`src/rtl/uart_frame_receiver_pkg.sv`:
```
// Shared UART definitions: receiver FSM state encoding and the default frame
// geometry (bit duration in system clocks, data bits per frame) used by both
// the receive and transmit paths.
package uart_frame_receiver_pkg;

  // 12 MHz system clock / 115200 baud.
  localparam int DEFAULT_BIT_DURATION  = 104;
  localparam int DEFAULT_NUM_DATA_BITS = 8;

  typedef enum logic [2:0] {
    ST_IDLE      = 3'd0,
    ST_START     = 3'd1,
    ST_DATA      = 3'd2,
    ST_STOP      = 3'd3,
    ST_WAIT_HIGH = 3'd4
  } rx_state_t;

endpackage

```
`src/rtl/uart_frame_receiver_if.sv`:
```
// Receiver bus bundle: serial line in, received word out with valid/ack
// handshake, plus error and status flags.
//   master : the receiver (drives data/status, reads rx_in and rx_ack)
//   slave  : the line driver / consumer side
interface uart_frame_receiver_if
  import uart_frame_receiver_pkg::*;
#(
  parameter int NUM_DATA_BITS = DEFAULT_NUM_DATA_BITS
);
  logic                     rx_in;
  logic                     rx_ack;
  logic [NUM_DATA_BITS-1:0] rx_data;
  logic                     rx_valid;
  logic                     rx_frame_err;
  logic                     rx_overrun;
  logic                     rx_busy;

  modport master (
    input  rx_in, rx_ack,
    output rx_data, rx_valid, rx_frame_err, rx_overrun, rx_busy
  );

  modport slave (
    output rx_in, rx_ack,
    input  rx_data, rx_valid, rx_frame_err, rx_overrun, rx_busy
  );
endinterface

```
`src/rtl/uart_frame_receiver_sync.sv`:
```
// Multi-stage flop synchronizer for an asynchronous single-bit input.
//   clk, rst : clock and asynchronous active-high reset
//   d        : asynchronous input
//   q        : synchronized output (STAGES clocks of latency)
// Flops reset to RESET_VAL so an idle-high line does not look like an edge.
module uart_frame_receiver_sync #(
  parameter int   STAGES    = 2,
  parameter logic RESET_VAL = 1'b1
) (
  input  logic clk,
  input  logic rst,
  input  logic d,
  output logic q
);
  logic [STAGES-1:0] chain;

  always_ff @(posedge clk or posedge rst) begin
    if (rst) chain <= {STAGES{RESET_VAL}};
    else     chain <= {chain[STAGES-2:0], d};
  end

  assign q = chain[STAGES-1];
endmodule

```
`src/rtl/uart_frame_receiver.sv`:
```
// UART frame receiver: 8N1-style (configurable data bits, no parity, one stop
// bit) mid-bit sampling with start-bit glitch rejection, framing-error and
// overrun reporting.
//   sys_clk, rst : system clock, asynchronous active-high reset
//   bus.rx_in    : asynchronous serial line (idles high)
//   bus.rx_ack   : consumer accepts rx_data (only meaningful while rx_valid)
//   bus.rx_data  : last good word, LSB = first bit on the line
//   bus.rx_valid : rx_data holds an unconsumed word
//   bus.rx_frame_err / bus.rx_overrun : single-cycle error pulses
//   bus.rx_busy  : receiver is not idle
module uart_frame_receiver
  import uart_frame_receiver_pkg::*;
#(
  parameter int BIT_DURATION  = DEFAULT_BIT_DURATION,
  parameter int NUM_DATA_BITS = DEFAULT_NUM_DATA_BITS
) (
  input logic                  sys_clk,
  input logic                  rst,
  uart_frame_receiver_if.master bus
);
  localparam int TIMER_W = $clog2(BIT_DURATION);
  localparam int CNT_W   = $clog2(NUM_DATA_BITS + 1);
  localparam logic [TIMER_W-1:0] HALF_LOAD = TIMER_W'(BIT_DURATION / 2 - 1);
  localparam logic [TIMER_W-1:0] FULL_LOAD = TIMER_W'(BIT_DURATION - 1);
  localparam logic [CNT_W-1:0]   LAST_BIT  = CNT_W'(NUM_DATA_BITS - 1);

  logic                     rx_s;
  logic                     rx_prev;
  rx_state_t                state, state_n;
  logic [TIMER_W-1:0]       timer, timer_n;
  logic [CNT_W-1:0]         bit_cnt, bit_cnt_n;
  logic [NUM_DATA_BITS-1:0] shift, shift_n;
  logic                     good_stop, bad_stop;
  logic                     expired;

  uart_frame_receiver_sync #(.STAGES(2), .RESET_VAL(1'b1)) u_sync (
    .clk (sys_clk),
    .rst (rst),
    .d   (bus.rx_in),
    .q   (rx_s)
  );

  assign expired = (timer == '0);

  // State register: FSM, bit timer, bit counter, shift register, edge history
  always_ff @(posedge sys_clk or posedge rst) begin
    if (rst) begin
      state   <= ST_IDLE;
      timer   <= '0;
      bit_cnt <= '0;
      shift   <= '0;
      rx_prev <= 1'b1;
    end else begin
      state   <= state_n;
      timer   <= timer_n;
      bit_cnt <= bit_cnt_n;
      shift   <= shift_n;
      rx_prev <= rx_s;
    end
  end

  always_comb begin
    state_n   = state;
    timer_n   = timer;
    bit_cnt_n = bit_cnt;
    shift_n   = shift;
    good_stop = 1'b0;
    bad_stop  = 1'b0;
    case (state)
      ST_IDLE: begin
        // Falling edge only; a line that is merely low does not start a frame.
        if (rx_prev && !rx_s) begin
          state_n   = ST_START;
          timer_n   = HALF_LOAD;
          bit_cnt_n = '0;
        end
      end
      ST_START: begin
        if (expired) begin
          // High at mid start bit: the edge was a glitch, drop it silently.
          if (rx_s) begin
            state_n = ST_IDLE;
          end else begin
            state_n = ST_DATA;
            timer_n = FULL_LOAD;
          end
        end else begin
          timer_n = timer - 1'b1;
        end
      end
      ST_DATA: begin
        if (expired) begin
          shift_n   = {rx_s, shift[NUM_DATA_BITS-1:1]};
          timer_n   = FULL_LOAD;
          bit_cnt_n = bit_cnt + 1'b1;
          if (bit_cnt == LAST_BIT) state_n = ST_STOP;
        end else begin
          timer_n = timer - 1'b1;
        end
      end
      ST_STOP: begin
        // Leaving at mid stop bit leaves half a bit to catch the next start edge.
        if (expired) begin
          if (rx_s) begin
            good_stop = 1'b1;
            state_n   = ST_IDLE;
          end else begin
            bad_stop = 1'b1;
            state_n  = ST_WAIT_HIGH;
          end
        end else begin
          timer_n = timer - 1'b1;
        end
      end
      ST_WAIT_HIGH: begin
        if (rx_s) state_n = ST_IDLE;
      end
      default: state_n = ST_IDLE;
    endcase
  end

  // Output register: handshake, word hand-off and error pulses
  always_ff @(posedge sys_clk or posedge rst) begin
    if (rst) begin
      bus.rx_data      <= '0;
      bus.rx_valid     <= 1'b0;
      bus.rx_frame_err <= 1'b0;
      bus.rx_overrun   <= 1'b0;
    end else begin
      bus.rx_frame_err <= bad_stop;
      // A same-cycle ack frees the slot, so the new word is not an overrun.
      bus.rx_overrun   <= good_stop && bus.rx_valid && !bus.rx_ack;
      if (good_stop && (!bus.rx_valid || bus.rx_ack)) begin
        bus.rx_data  <= shift;
        bus.rx_valid <= 1'b1;
      end else if (bus.rx_valid && bus.rx_ack) begin
        bus.rx_valid <= 1'b0;
      end
    end
  end

  assign bus.rx_busy = (state != ST_IDLE);
endmodule

```
`src/flat_wrapper.sv`:
```
// flat-port wrapper written by rule: the top's interface ports become plain ports
module uart_frame_receiver_flat import uart_frame_receiver_pkg::*;
#(
  parameter int BIT_DURATION  = DEFAULT_BIT_DURATION,
  parameter int NUM_DATA_BITS = DEFAULT_NUM_DATA_BITS
)
  (sys_clk, rst, bus_rx_in, bus_rx_ack, bus_rx_data, bus_rx_valid, bus_rx_frame_err, bus_rx_overrun, bus_rx_busy);
  uart_frame_receiver_if #(.NUM_DATA_BITS(NUM_DATA_BITS)) bus_i ();
  input logic sys_clk;
  input logic rst;
  input wire logic [$bits(bus_i.rx_in)-1:0] bus_rx_in;
  input wire logic [$bits(bus_i.rx_ack)-1:0] bus_rx_ack;
  output wire logic [$bits(bus_i.rx_data)-1:0] bus_rx_data;
  output wire logic [$bits(bus_i.rx_valid)-1:0] bus_rx_valid;
  output wire logic [$bits(bus_i.rx_frame_err)-1:0] bus_rx_frame_err;
  output wire logic [$bits(bus_i.rx_overrun)-1:0] bus_rx_overrun;
  output wire logic [$bits(bus_i.rx_busy)-1:0] bus_rx_busy;
  assign bus_i.rx_in = bus_rx_in;
  assign bus_i.rx_ack = bus_rx_ack;
  assign bus_rx_data = bus_i.rx_data;
  assign bus_rx_valid = bus_i.rx_valid;
  assign bus_rx_frame_err = bus_i.rx_frame_err;
  assign bus_rx_overrun = bus_i.rx_overrun;
  assign bus_rx_busy = bus_i.rx_busy;
  uart_frame_receiver #(.BIT_DURATION(BIT_DURATION), .NUM_DATA_BITS(NUM_DATA_BITS)) u_core (.sys_clk(sys_clk), .rst(rst), .bus(bus_i));
endmodule
```
`config.mk`:
```
export PLATFORM = sky130hd
export DESIGN_NAME = uart_frame_receiver_flat
export DESIGN_NICKNAME = d
export VERILOG_FILES = /design/src/rtl/uart_frame_receiver_pkg.sv /design/src/rtl/uart_frame_receiver_if.sv /design/src/rtl/uart_frame_receiver_sync.sv /design/src/rtl/uart_frame_receiver.sv /design/src/flat_wrapper.sv
export SDC_FILE = /design/constraint.sdc
export NUM_CORES = 1
export LEC_CHECK = 0
export CAP_MARGIN = 5
export CORE_UTILIZATION = 60
export DETAILED_ROUTE_END_ITERATION = 8
export HOLD_SLACK_MARGIN = 0.02
export PLACE_DENSITY = 0.83
export SLEW_MARGIN = 0
export SYNTH_ARGS = -nofsm -noshare
export SYNTH_HDL_FRONTEND = slang
export SYNTH_SLANG_ARGS = --single-unit
```
`constraint.sdc`:
```
create_clock -name sys_clk -period 3 [get_ports sys_clk]
set_input_delay 0.6 -clock sys_clk [delete_from_list [all_inputs] [get_ports sys_clk]]
set_output_delay 0.6 -clock sys_clk [all_outputs]
set_load 0.005 [all_outputs]
```
==> metrics.md <==
| Metric | Value |
|---|---|
| Status | `complete, no violations` |
| Vias | `between 1000 and 1500` |
| Most frequent cells in the layout | `dfrtp_1, nor2_1, mux2_2, clkdlybuf4s50_1, nand2_1` |
| Startpoint Class | `flip-flop` |
| Die H | `~55 microns` |
| Crit-path slowest cell | `dfrtp_1` |
| Worst Path Buf+Inv | `1` |
| Starting density of the core | `0.6579` |
| # port buffers | `15` |
| Max Fclk | `between 0.4 and 0.5 GHz` |
| Io pins | `16` |
| Clock root cell | `clkbuf_4` |
| Final min period | `~2300 ps` |
| Clock Latency Late Sink | `approximately 340 ps` |
| CP max FO | `13` |
| Commonest non-fill, non-tap cell in the layout | `dfrtp_1` |
| Flop-to-flop setup slack | `around 690 ps` |
| Cells after Synth | `approximately 150` |
| Final WS setup | `673.6 ps` |
| Vias in the first global route | `roughly 1100` |
| CTS tree | `yes` |
| Pwr Density | `676.5 nW/um^2` |
| Max transition margin | `0.5003` |
| Max-Cap Viols | `0` |
| Vias per cell | `approximately 6.3` |
| Synth top area cells | `dfrtp_1, mux2_2, dfstp_2` |
| Drt total wl | `between 3000 and 4000 microns` |
| Critical path's top delay family | `flip-flops` |
| DRT antenna net count | `0` |
| Synth warn | `0` |
| Crit Reg-Reg Endpoint | `u_core.bus.rx_data[5]$_DFFE_PP0P_` |
| Hold Crit Class | `flip-flop to flip-flop` |
| Sequential area share after synthesis | `0.5356` |
| Sum Neg Setup Slack | `0 ps` |
| DR pass1 iterations | `4` |
| Row cnt | `18` |
| CP arrival | `~1700 ps` |
| Cell taking the most area after synthesis | `dfrtp_1` |
| Syn_nets | `between 150 and 200` |
| Least-Margin Pin Slew | `roughly 750 ps` |
| Filler instances | `approximately 190` |
| Layout Nets | `between 150 and 200` |
| Mean Syn Cell Area | `about 11 sq um` |
| Htree depth | `2` |
| Antenna Cells | `0` |
| Fin cells | `approximately 200` |
| Crit-path max cell delay | `520 ps` |
| Leakage | `between 0.8 and 0.9 nW` |
| Worst Hold Launch | `u_core.u_sync.chain[0]$_DFF_PP1_` |
| Core Util, Final | `0.7529` |
| Num CTS Buffers | `5` |
| Clk buf depth | `2` |
| Peak supply drop | `about 0.0006 V` |
| Die area | `3032 sq um` |
| Worst Skew | `around 8.7 ps` |
| Core box area | `between 2000 and 3000 sq um` |
| Cts hold-fix bufs | `0` |
| Post-route DRC violation count | `0` |
| Setup CP Type | `flip-flop to output port` |
| Critical Path End Type | `output port` |
| Yosys top cell area share | `0.4889` |
| Period utilisation layout | `0.7755` |
| Share of cells above drive strength 1 | `0.1988` |
| Worst r2r src | `u_core.timer[3]$_DFFE_PP0P_` |
| Multi-input logic area | `just over 700 sq um` |
| Initial antenna violation count | `0` |
| Pre-CTS WS | `around 680 ps` |
| Largest net degree at the start of global routing | `37` |
| Post-CTS sizing | `0` |
| Unrepaired setup endpoints after global routing | `no` |
| Register area | `a little over 900 sq um` |
| Post-DP HPWL | `2332 microns` |
| Crit-path cells | `or3_1 -> clkdlybuf4s50_1` |
| Area grow syn2layout | `14.44%` |
| Cell Count Post-Placement | `193` |
| Post-synthesis cell area | `between 1500 and 2000 sq um` |
| Clock-pin slew on the worst setup and hold paths | `110 ps` |
| Total grt overflow | `0` |
| Top_reg_cell synth | `dfrtp_1` |
| Final Wtd Congestion | `~0.96` |
| GRT Total Usage | `0.2554` |
| Yosys cell types | `39` |
| Cells on worst reg2reg path | `4` |
| TritonCTS Sinks | `36` |
| Post-synthesis async set-or-reset flop share | `1.000` |
| Pins Over Slew Limit | `0` |
| Worst EP required | `between 2000 and 2500 ps` |
| Post-CTS Setup Repair Bufs | `0` |
| First-pass GRT wire length | `~5200 microns` |
| Number of synthesized flops with an enable pin | `0` |
| Hold endpoint | `u_core.u_sync.chain[1]$_DFF_PP1_` |
| Seq cells post-synth | `36` |
| Final hold vios | `0` |
| Final Power | `around 1.3 mW` |
| DRT iter0 DRCs | `47` |
| Final setup viols | `0` |
| Die width | `between 50 and 60 microns` |
| Min-Delay Path Depth | `0` |
| Routed len/inst | `~16 microns` |
[how the worst max path moves through the flow]
stage / to / startpoint / depth (start not counted) / slack [ps]
6_report: bus_rx_busy / u_core.state[0]$_DFFE_PP0P_ / 2 / 670
5_1_grt: u_core.shift[5]$_DFFE_PP0P_ / u_core.timer[0]$_DFFE_PP0P_ / 5 / 550
4_1_cts: bus_rx_busy / u_core.state[0]$_DFFE_PP0P_ / 2 / 670
3_5_place_dp: u_core.bus.rx_data[5]$_DFFE_PP0P_ / u_core.timer[3]$_DFFE_PP0P_ / 4 / 680
3_3_place_gp: u_core.bus.rx_data[5]$_DFFE_PP0P_ / u_core.timer[3]$_DFFE_PP0P_ / 4 / 730
2_1_floorplan: u_core.bus.rx_data[0]$_DFFE_PP0P_ / u_core.timer[3]$_DFFE_PP0P_ / 6 / 990
[cell type report]
cell class              count  area share
clock buffers               5     0.01942
clock inverters             3     0.02395
repair buffers             16     0.08155
well taps                  30     0.01942
multi-input cells         104      0.3741
inverters                   7     0.01359
flip-flops and latches     36      0.4680
[per-layer routing]
layer  track usage  vias to the layer above  wire (microns)
met5             0                        -               0
met4       0.08750                        0              44
met3       0.07650                        6             228
met2        0.3976                       53            1518
met1        0.3393                      610            1449
li1              -                      596               -
[where the power goes]
group / internal (mW) / total (mW) / switching (mW) / leakage, nW
registers: 0.543 / 0.641 / 0.0975 / 0.470
logic: 0.140 / 0.321 / 0.181 / 0.357
clock network: 0.178 / 0.346 / 0.168 / 0.0418
total: 0.861 / 1.31 / 0.446 / 0.868
[worst register-to-register path, stage by stage (launching register included)]
cell and delay (ps):
dfrtp_1 480, or4_1 690, nor3_2 240, and3_1 420
mux2_2 390
[cells by family after synthesis]
logic type | share of synthesized area
muxes | 0.1000
AOI/OAI and AO/OA | 0.1482
and+or+nand+nor | 0.1578
DFF | 0.5356
buffers and inverters | 0.03630
adders and majority gates | 0.02222
[cell usage after synthesis, drive strengths merged, types with 3 or more instances]
cell	instances
o22a	3
nor2	15
o21ai	6
nand3	4
ha	3
inv	7
a211oi	5
clkbuf	5
a31oi	8
a21oi	4
dfrtp	33
dfstp	3
mux2	15
nor3	4
nand2	12
[metrics by stage]
stage	cell area, sq um	hold slack, ps
after CTS	1933	364.8
after floorplan	1689	345.2
final	1933	363.6
after global placement	1849	346.7
after global routing	1933	367.7
after detailed placement	1849	347.2
[sequential cells by signal, summed over array words and instances (netlist names)]
| signal | count |
|---|---|
| u_core.bus.rx_data | 8 |
| u_core.state | 3 |
| u_core.bus.rx_frame_err | 1 |
| u_core.bit_cnt | 4 |
| u_core.shift | 8 |
| u_core.timer | 7 |
| u_core.u_sync.chain | 2 |
| u_core.bus.rx_valid | 1 |
| u_core.rx_prev | 1 |
| u_core.bus.rx_overrun | 1 |
Note: power is estimated with default switching activity, not from simulation.
